[src/rtl/servo_pwm_gen_if.sv]
`default_nettype none
// ============================================================================
// Module   : servo_pwm_gen_if
// Purpose  : Request/output bundle between the servo position controller
//            (master) and the servo pulse generator (slave).
// Revision : 1.0 - initial release
// ============================================================================
interface servo_pwm_gen_if;
    logic        enable;         // pulse output enable, sampled at frame boundary
    logic [18:0] pwm_cnt;        // requested pulse width in clk cycles
    logic        O_pwm;          // servo pulse
    logic        O_frame_start;  // one-cycle strobe at period_cnt==0
    logic        O_clamped;      // current frame's request was out of range

    modport master (
        output enable,
        output pwm_cnt,
        input  O_pwm,
        input  O_frame_start,
        input  O_clamped
    );

    modport slave (
        input  enable,
        input  pwm_cnt,
        output O_pwm,
        output O_frame_start,
        output O_clamped
    );
endinterface
`default_nettype wire

[src/rtl/servo_pwm_gen.sv]
`default_nettype none
// ============================================================================
// Module   : servo_pwm_gen
// Purpose  : Fixed-period servo pulse generator. Pulse width is clamped to
//            MIN_CNT..MAX_CNT and only updated at frame boundaries.
//            Optional macro SERVO_SLEW_EN limits width change per frame to
//            SLEW_STEP cycles.
// Revision : 1.0 - initial release
// ============================================================================
module servo_pwm_gen #(
    parameter int PERIOD    = 1000000,
    parameter int MIN_CNT   = 18000,
    parameter int MAX_CNT   = 130000,
    parameter int INIT_CNT  = 74250,
    parameter int SLEW_STEP = 2000
) (
    input  wire logic          clk,
    input  wire logic          rst,
    servo_pwm_gen_if.slave     bus
);

    localparam logic [19:0] c_PERIOD_LAST = 20'(PERIOD - 1);
    localparam logic [18:0] c_MIN         = 19'(MIN_CNT);
    localparam logic [18:0] c_MAX         = 19'(MAX_CNT);
    localparam logic [18:0] c_INIT        = 19'(INIT_CNT);

`ifdef SERVO_SLEW_EN
    localparam bit c_SLEW_ON = 1'b1;
`else
    localparam bit c_SLEW_ON = 1'b0;
`endif
    // Without slew limiting the step limit exceeds any possible width
    // difference, so the target is always taken directly.
    localparam logic [19:0] c_STEP_LIM = c_SLEW_ON ? 20'(SLEW_STEP) : 20'hFFFFF;

    localparam logic [0:0] c_ST_IDLE = 1'b0;
    localparam logic [0:0] c_ST_RUN  = 1'b1;

    logic [19:0] r_period_cnt;
    logic [18:0] r_width;
    logic [0:0]  r_state;
    logic        r_pwm;
    logic        r_frame_start;
    logic        r_clamped;

    logic        w_boundary;
    logic [19:0] w_period_next;
    logic [18:0] w_target;
    logic        w_clamp_req;
    logic [19:0] w_tgt_ext;
    logic [19:0] w_wid_ext;
    logic [18:0] w_slewed;
    logic [18:0] w_width_next;
    logic [0:0]  w_state_next;
    logic        w_clamped_next;
    logic        w_pwm_next;

    // Next-state computation: counter wrap, clamp, slew and pulse decision
    always_comb begin
        w_boundary    = (r_period_cnt == c_PERIOD_LAST);
        w_period_next = w_boundary ? 20'd0 : (r_period_cnt + 20'd1);

        // Unsigned compare: an upstream underflow wrap lands on c_MAX
        if (bus.pwm_cnt < c_MIN) begin
            w_target = c_MIN;
        end else if (bus.pwm_cnt > c_MAX) begin
            w_target = c_MAX;
        end else begin
            w_target = bus.pwm_cnt;
        end
        w_clamp_req = (bus.pwm_cnt != w_target);

        w_tgt_ext = {1'b0, w_target};
        w_wid_ext = {1'b0, r_width};
        w_slewed  = w_target;
        if (w_tgt_ext > w_wid_ext) begin
            if ((w_tgt_ext - w_wid_ext) > c_STEP_LIM) begin
                w_slewed = 19'(w_wid_ext + c_STEP_LIM);
            end
        end else if (w_wid_ext > w_tgt_ext) begin
            if ((w_wid_ext - w_tgt_ext) > c_STEP_LIM) begin
                w_slewed = 19'(w_wid_ext - c_STEP_LIM);
            end
        end

        w_width_next   = w_boundary ? w_slewed : r_width;
        w_state_next   = w_boundary ? (bus.enable ? c_ST_RUN : c_ST_IDLE) : r_state;
        w_clamped_next = w_boundary ? w_clamp_req : r_clamped;
        w_pwm_next     = (w_state_next == c_ST_RUN) &&
                         (w_period_next < {1'b0, w_width_next});
    end

    // Frame counter, width/state registers and registered outputs
    always_ff @(posedge clk) begin
        if (rst) begin
            r_period_cnt  <= 20'd0;
            r_width       <= c_INIT;
            r_state       <= c_ST_IDLE;
            r_pwm         <= 1'b0;
            r_frame_start <= 1'b0;
            r_clamped     <= 1'b0;
        end else begin
            r_period_cnt  <= w_period_next;
            r_width       <= w_width_next;
            r_state       <= w_state_next;
            r_pwm         <= w_pwm_next;
            r_frame_start <= w_boundary;
            r_clamped     <= w_clamped_next;
        end
    end

    assign bus.O_pwm         = r_pwm;
    assign bus.O_frame_start = r_frame_start;
    assign bus.O_clamped     = r_clamped;

endmodule
`default_nettype wire
[src/flat_wrapper.sv]
// flat-port wrapper written by rule: the top's interface ports become plain ports
module servo_pwm_gen_flat 
#(
    parameter int PERIOD    = 1000000,
    parameter int MIN_CNT   = 18000,
    parameter int MAX_CNT   = 130000,
    parameter int INIT_CNT  = 74250,
    parameter int SLEW_STEP = 2000
)
  (clk, rst, bus_enable, bus_pwm_cnt, bus_O_pwm, bus_O_frame_start, bus_O_clamped);
  servo_pwm_gen_if bus_i ();
  input  wire logic clk;
  input  wire logic rst;
  input wire logic [$bits(bus_i.enable)-1:0] bus_enable;
  input wire logic [$bits(bus_i.pwm_cnt)-1:0] bus_pwm_cnt;
  output wire logic [$bits(bus_i.O_pwm)-1:0] bus_O_pwm;
  output wire logic [$bits(bus_i.O_frame_start)-1:0] bus_O_frame_start;
  output wire logic [$bits(bus_i.O_clamped)-1:0] bus_O_clamped;
  assign bus_i.enable = bus_enable;
  assign bus_i.pwm_cnt = bus_pwm_cnt;
  assign bus_O_pwm = bus_i.O_pwm;
  assign bus_O_frame_start = bus_i.O_frame_start;
  assign bus_O_clamped = bus_i.O_clamped;
  servo_pwm_gen #(.PERIOD(PERIOD), .MIN_CNT(MIN_CNT), .MAX_CNT(MAX_CNT), .INIT_CNT(INIT_CNT), .SLEW_STEP(SLEW_STEP)) u_core (.clk(clk), .rst(rst), .bus(bus_i));
endmodule
[config.mk]
export PLATFORM = sky130hd
export DESIGN_NAME = servo_pwm_gen_flat
export DESIGN_NICKNAME = d
export VERILOG_FILES = /design/src/rtl/servo_pwm_gen_if.sv /design/src/rtl/servo_pwm_gen.sv /design/src/flat_wrapper.sv
export SDC_FILE = /design/constraint.sdc
export NUM_CORES = 1
export LEC_CHECK = 0
export ABC_AREA = 1
export CAP_MARGIN = 20
export CORE_ASPECT_RATIO = 1.2
export CORE_UTILIZATION = 30
export DETAILED_ROUTE_END_ITERATION = 7
export HOLD_SLACK_MARGIN = 0.1
export SETUP_SLACK_MARGIN = 0.02
export SYNTH_ARGS = -nofsm -noshare
export SYNTH_HDL_FRONTEND = slang
export SYNTH_SLANG_ARGS = --single-unit
[constraint.sdc]
create_clock -name clk -period 5.75 [get_ports clk]
set_input_delay 0.8625 -clock clk [delete_from_list [all_inputs] [get_ports clk]]
set_output_delay 0.8625 -clock clk [all_outputs]
set_load 0.01 [all_outputs]
After elaboration in Yosys (flattened, before gate mapping):

Cells that the tools add are included.

* flip-flop bits (word level): 43
* input bits: 22
* output and inout port bits: 3
* word-level logic and storage cells: 31

* add/sub/neg operators: 5
* order comparisons: 7
* equality and inequality tests: 2
* mux-type cells: 10
* reduce and logical (&&, ||, !) cells: 1

Operators by type and width (number)
* 19-bit 2-to-1 mux: 7
* 20-bit greater-than comparator (second input constant): 2
* 19-bit by 19-bit subtractor with 20-bit output: 2
* 19-bit greater-than comparator: 2
* 20-bit by 1-bit adder with 20-bit output (second input constant): 1
* 20-bit == test (second input constant): 1
* 20-bit by 19-bit < comparator with 1-bit output: 1
* 20-bit 2-to-1 mux: 1
* 19-bit adder (second input constant): 1
* 19-bit by 17-bit greater-than comparator with 1-bit output (second input constant): 1
* 19-bit by 15-bit < comparator with 1-bit output (second input constant): 1
* 19-bit != test: 1
* 19-bit subtractor (second input constant): 1
* 1-bit 2-to-1 mux: 2
* 1-bit logical AND: 1

Logic depth before layout (Yosys ltp):

* word-level depth: 11
* gate-level depth with buffers: 23
* depth with buffers taken out: 23

Worst setup path after synthesis:

Ideal clock, no wire load.

* path kind: in2reg
* start point: in bus_pwm_cnt[17]
* end point: reg u_core.r_pwm (netlist: u_core.bus.O_pwm)
* setup time: 116 ps
* data arrival time: 2724 ps
* required time: 5634 ps
* setup slack: 2910 ps
* stages: 22
* buffers on the path: 0
* cells stage by stage: nor2_1 nand2_1 nor2_1 nand2_1 nand2_1 nand2_2 inv_2 nor2_4 inv_2 nor2_2 nand2_1 o21ai_2 ha_1 nand2_1 o21ai_0 nand2_1 o211ai_1 a21boi_0 o21ai_0 nand2_1 nand2_1 a21oi_2

* word-level cells in the longest chain between the ends: 11
* elaborated cells on any way between the ends: 17
* those cells by class: add/sub (2); order compare (7); mux (7); reduce/logical (1)

Ends and longest elaborated chain
* start, declared: RTL line flat_wrapper.sv:15 `input wire logic [$bits(bus_i.pwm_cnt)-1:0] bus_pwm_cnt;`
* 19-bit by 17-bit greater-than comparator with 1-bit output: RTL line servo_pwm_gen.sv:66 `end else if (bus.pwm_cnt > c_MAX) begin`
* 19-bit 2-to-1 mux: RTL line servo_pwm_gen.sv:66
* 19-bit 2-to-1 mux *: RTL line servo_pwm_gen.sv:64 `if (bus.pwm_cnt < c_MIN) begin`
* 19-bit by 19-bit subtractor with 20-bit output: RTL line servo_pwm_gen.sv:81 `if ((w_wid_ext - w_tgt_ext) > c_STEP_LIM) begin`
* 20-bit greater-than comparator: RTL line servo_pwm_gen.sv:81
* 19-bit 2-to-1 mux: RTL line servo_pwm_gen.sv:81
* 19-bit 2-to-1 mux: RTL line servo_pwm_gen.sv:80 `end else if (w_wid_ext > w_tgt_ext) begin`
* 19-bit 2-to-1 mux *: RTL line servo_pwm_gen.sv:76 `if (w_tgt_ext > w_wid_ext) begin`
* 19-bit 2-to-1 mux *: RTL line servo_pwm_gen.sv:86 `w_width_next = w_boundary ? w_slewed : r_width;`
* 20-bit by 19-bit < comparator with 1-bit output *: RTL line servo_pwm_gen.sv:90 `(w_period_next < {1'b0, w_width_next});`
* 1-bit logical AND *: RTL line servo_pwm_gen.sv:89 `w_pwm_next = (w_state_next == c_ST_RUN) &&`
* end signal, assigned: RTL line servo_pwm_gen.sv:106 `r_pwm <= w_pwm_next;`
* end, declared: RTL line servo_pwm_gen.sv:42 `logic r_pwm;`

Every way passes the cells marked *; elsewhere a longest branch is shown, timed or not.
A chain may end at the register's enable or synchronous reset.

Final worst setup path:

* start point: in bus_pwm_cnt[9]
* end point: reg u_core.r_pwm (netlist: u_core.bus.O_pwm)

Same word-level chain as after synthesis.

==> metrics.txt <==
Final #Nets=about 480; Cells after Synth=~400; Worst-Margin Slew=slightly below 0.7 ns; CORE AREA=0.00903 mm2; Synth Register Bits=43; diode count=0; most frequent cells in the layout=nand2_1 (93), nor2_1 (64), inv_1 (56); final RePlAce weighted congestion=0.860; Port-buffer cells=24; chip height=between 100 and 150 um; layout cell share with drive strength beyond 1=13.9%; clk_lat worst skew=around 0.30 ns; fillcell total=971; synth warn=0; post-CTS setup buffers=0; Post-DP Area=0.00314 mm2; clk slew on worst S/H paths=0.09 ns; worst hold slack=between 0.4 and 0.5 ns; PD cells=roughly 180 mW/mm2; leading cell type in the layout, fill and taps excluded=nand2_1; RSZ-0062 raised after global routing=false; GRT Overall Usage=14.8%; Setup crit end kind=flip-flop; leading area contributor after synthesis=dfxtp_1; Initial DRC Count=92; Routed Antenna Nets=0; slew margin rel.=a little over half; final core utilization=between 30% and 40%; Starting Density=a little under a third; stages on the worst setup path=24; cell family contributing the most delay on the critical path=simple AND/OR/NAND/NOR gates; Buffers & Inverters on Critical Path=3; Fin Setup TNS=0 ns; flip-flop and latch area=between 800 and 900 um2; Critical Path Source Type=input port; Wirelength per Cell=between 10 and 15 um; Die X=roughly 90 um; clock buffer depth=2; vias in the first global route=about 2400; row count=38; peak fanout along the critical path=6; post-cts sizing count=0; IO Pins=25; Total Power=0.591 mW; # hold bufs at CTS=0; final WL=roughly 6800 um; syn_nets=approximately 450; hold crit path type=flip-flop to flip-flop; Hold Fails Final Rpt=0; largest net degree at the start of global routing=38; crit share post-route=~57%; CTS Root Cell=clkbuf_8; post-layout min period=3.29 ns; CP arrival=approximately 3.5 ns; WS Path Type=input port to flip-flop; outcome=finished clean; via/cell ratio=4.66; top cells by area, synth=dfxtp_1 (31%), nand2_1 (12%), nor2_1 (8.6%), ha_1 (8.5%), inv_1 (7.5%); number of distinct library cells after synthesis=34; hold depth=2; CP dominant cell by count=nand2_1; cell area after layout=between 0.003 and 0.004 mm2; R2R depth=20; CP Cell Sequence=clkdlybuf4s50_1 -> nand2_1 -> nor2_1 -> nand2_1 -> nand2_1 -> nand2_1 -> nand2_1 -> nand2_2 -> inv_2 -> nor2_4 -> inv_2 -> nor2_2 -> nand2_1 -> o21ai_2 -> ha_1 -> nand2_1 -> o21ai_0 -> nand2_1 -> o211ai_1 -> a21boi_0 -> o21ai_0 -> nand2_1 -> nand2_1 -> a21oi_2; area grow syn2layout=16.2%; Final Max Tran Viols=0; clk sink count=43; R2R Setup Slk=2.52 ns; grt total ovfl=0; Mapped Avg Cell Area=6.79 um2; CP max-delay cell=clkdlybuf4s50_1; fmax=roughly 300 MHz; Req. time, crit path=slightly below 6 ns; global-route wire length before repair=between 10000 and 15000 um; peak supply drop=between 0.0001 and 0.00015 V; area of the multi-input gates=about 0.0016 mm2; sequential share of the synthesized area=30.8%; DP Wirelength=5420 um; DR DRC count=0; DRT Pass-1 Iters=4; area of the mapped netlist=between 0.002 and 0.003 mm2; CTS tree=done; initial antenna violation count=0; total number of vias=~2600; H-Tree Depth=2; skew final=just under 0.009 ns; post-synth top area share=30.8%; TritonCTS Buffers=5; Finish-stage setup viols=0; Crit path largest cell delay=~0.56 ns; static leakage=1.41 nW; DIE AREA=just under 0.01 mm2; Max Cap Viol=0
## routing by layer
| layer | GRT usage [%] | share of wire (%) | wire (um) | vias to the layer above |
|---|---|---|---|---|
| met5 | 0 | 0 | 0 | - |
| met4 | 5.88 | 1.8 | 126 | 0 |
| met3 | 2.47 | 4.6 | 317 | 11 |
| met2 | 26.8 | 49 | 3380 | 60 |
| met1 | 17.2 | 44 | 3010 | 1165 |
| li1 | - | - | - | 1366 |
## worst min-delay path: cells and delay by family, from the launching register on
kind / cells / cell delay [ns]
flip-flops: 1 / 0.33
AO/OA/AOI/OAI: 1 / 0.07
AND/OR/NAND/NOR: 1 / 0.05
## layout make-up
type                       count  area share, %
clock inverter                 3           1.46
sequential                    43           26.5
inverter                      64           7.42
clock buffer                   5           2.12
multi-input combinational    298           50.3
tap                          120           4.62
timing repair buffer          25           7.62
## cell families after synthesis
| family | after synthesis | share of synthesized area [%] |
|---|---|---|
| and+or+nand+nor | 226 | 37.3 |
| buffers and inverters | 71 | 10.8 |
| AOI/OAI and AO/OA | 47 | 10.8 |
| DFF | 43 | 30.8 |
| adders and majority gates | 19 | 8.49 |
| xor gates and xnor gates | 6 | 1.88 |
## state kept, by name, summed over array words and instances (netlist names)
signal / cells
u_core.r_period_cnt: 20
u_core.r_width: 19
u_core.bus.O_clamped: 1
u_core.bus.O_frame_start: 1
u_core.bus.O_pwm: 1
u_core.r_state: 1
## where the power goes
part	total [mW]	switching, mW	internal, mW
Clock	0.243	0.111	0.132
Sequential	0.301	0.00130	0.299
Combinational	0.0473	0.0259	0.0214
## synth_stat cells, drive strengths merged
master	number
nand2	101
nor2	78
inv	63
dfxtp	43
o21ai	25
ha	19
a21oi	18
nand3	14
nor3	12
nand4	11
nor4	8
xor2	5
buf	4
clkbuf	3
a211oi	2
a21boi	1
clkinv	1
nor3b	1
o211ai	1
or4	1
xnor2	1
## worst paths after layout
path / start / to
setup / recovery: bus_pwm_cnt[9] / u_core.bus.O_pwm
hold / removal: u_core.r_width[9] / u_core.r_width[9]
setup reg to reg: u_core.r_period_cnt[1] / u_core.bus.O_pwm
hold reg to reg: u_core.r_width[9] / u_core.r_width[9]
## through the flow
step	std cells	setup WS [ns]
floorplan	412	2.91
global placement	550	2.13
detailed placement	550	2.11
CTS	558	2.44
global route	558	2.05
finish	558	2.46
No activity file was read; power rests on OpenSTA's default activity.
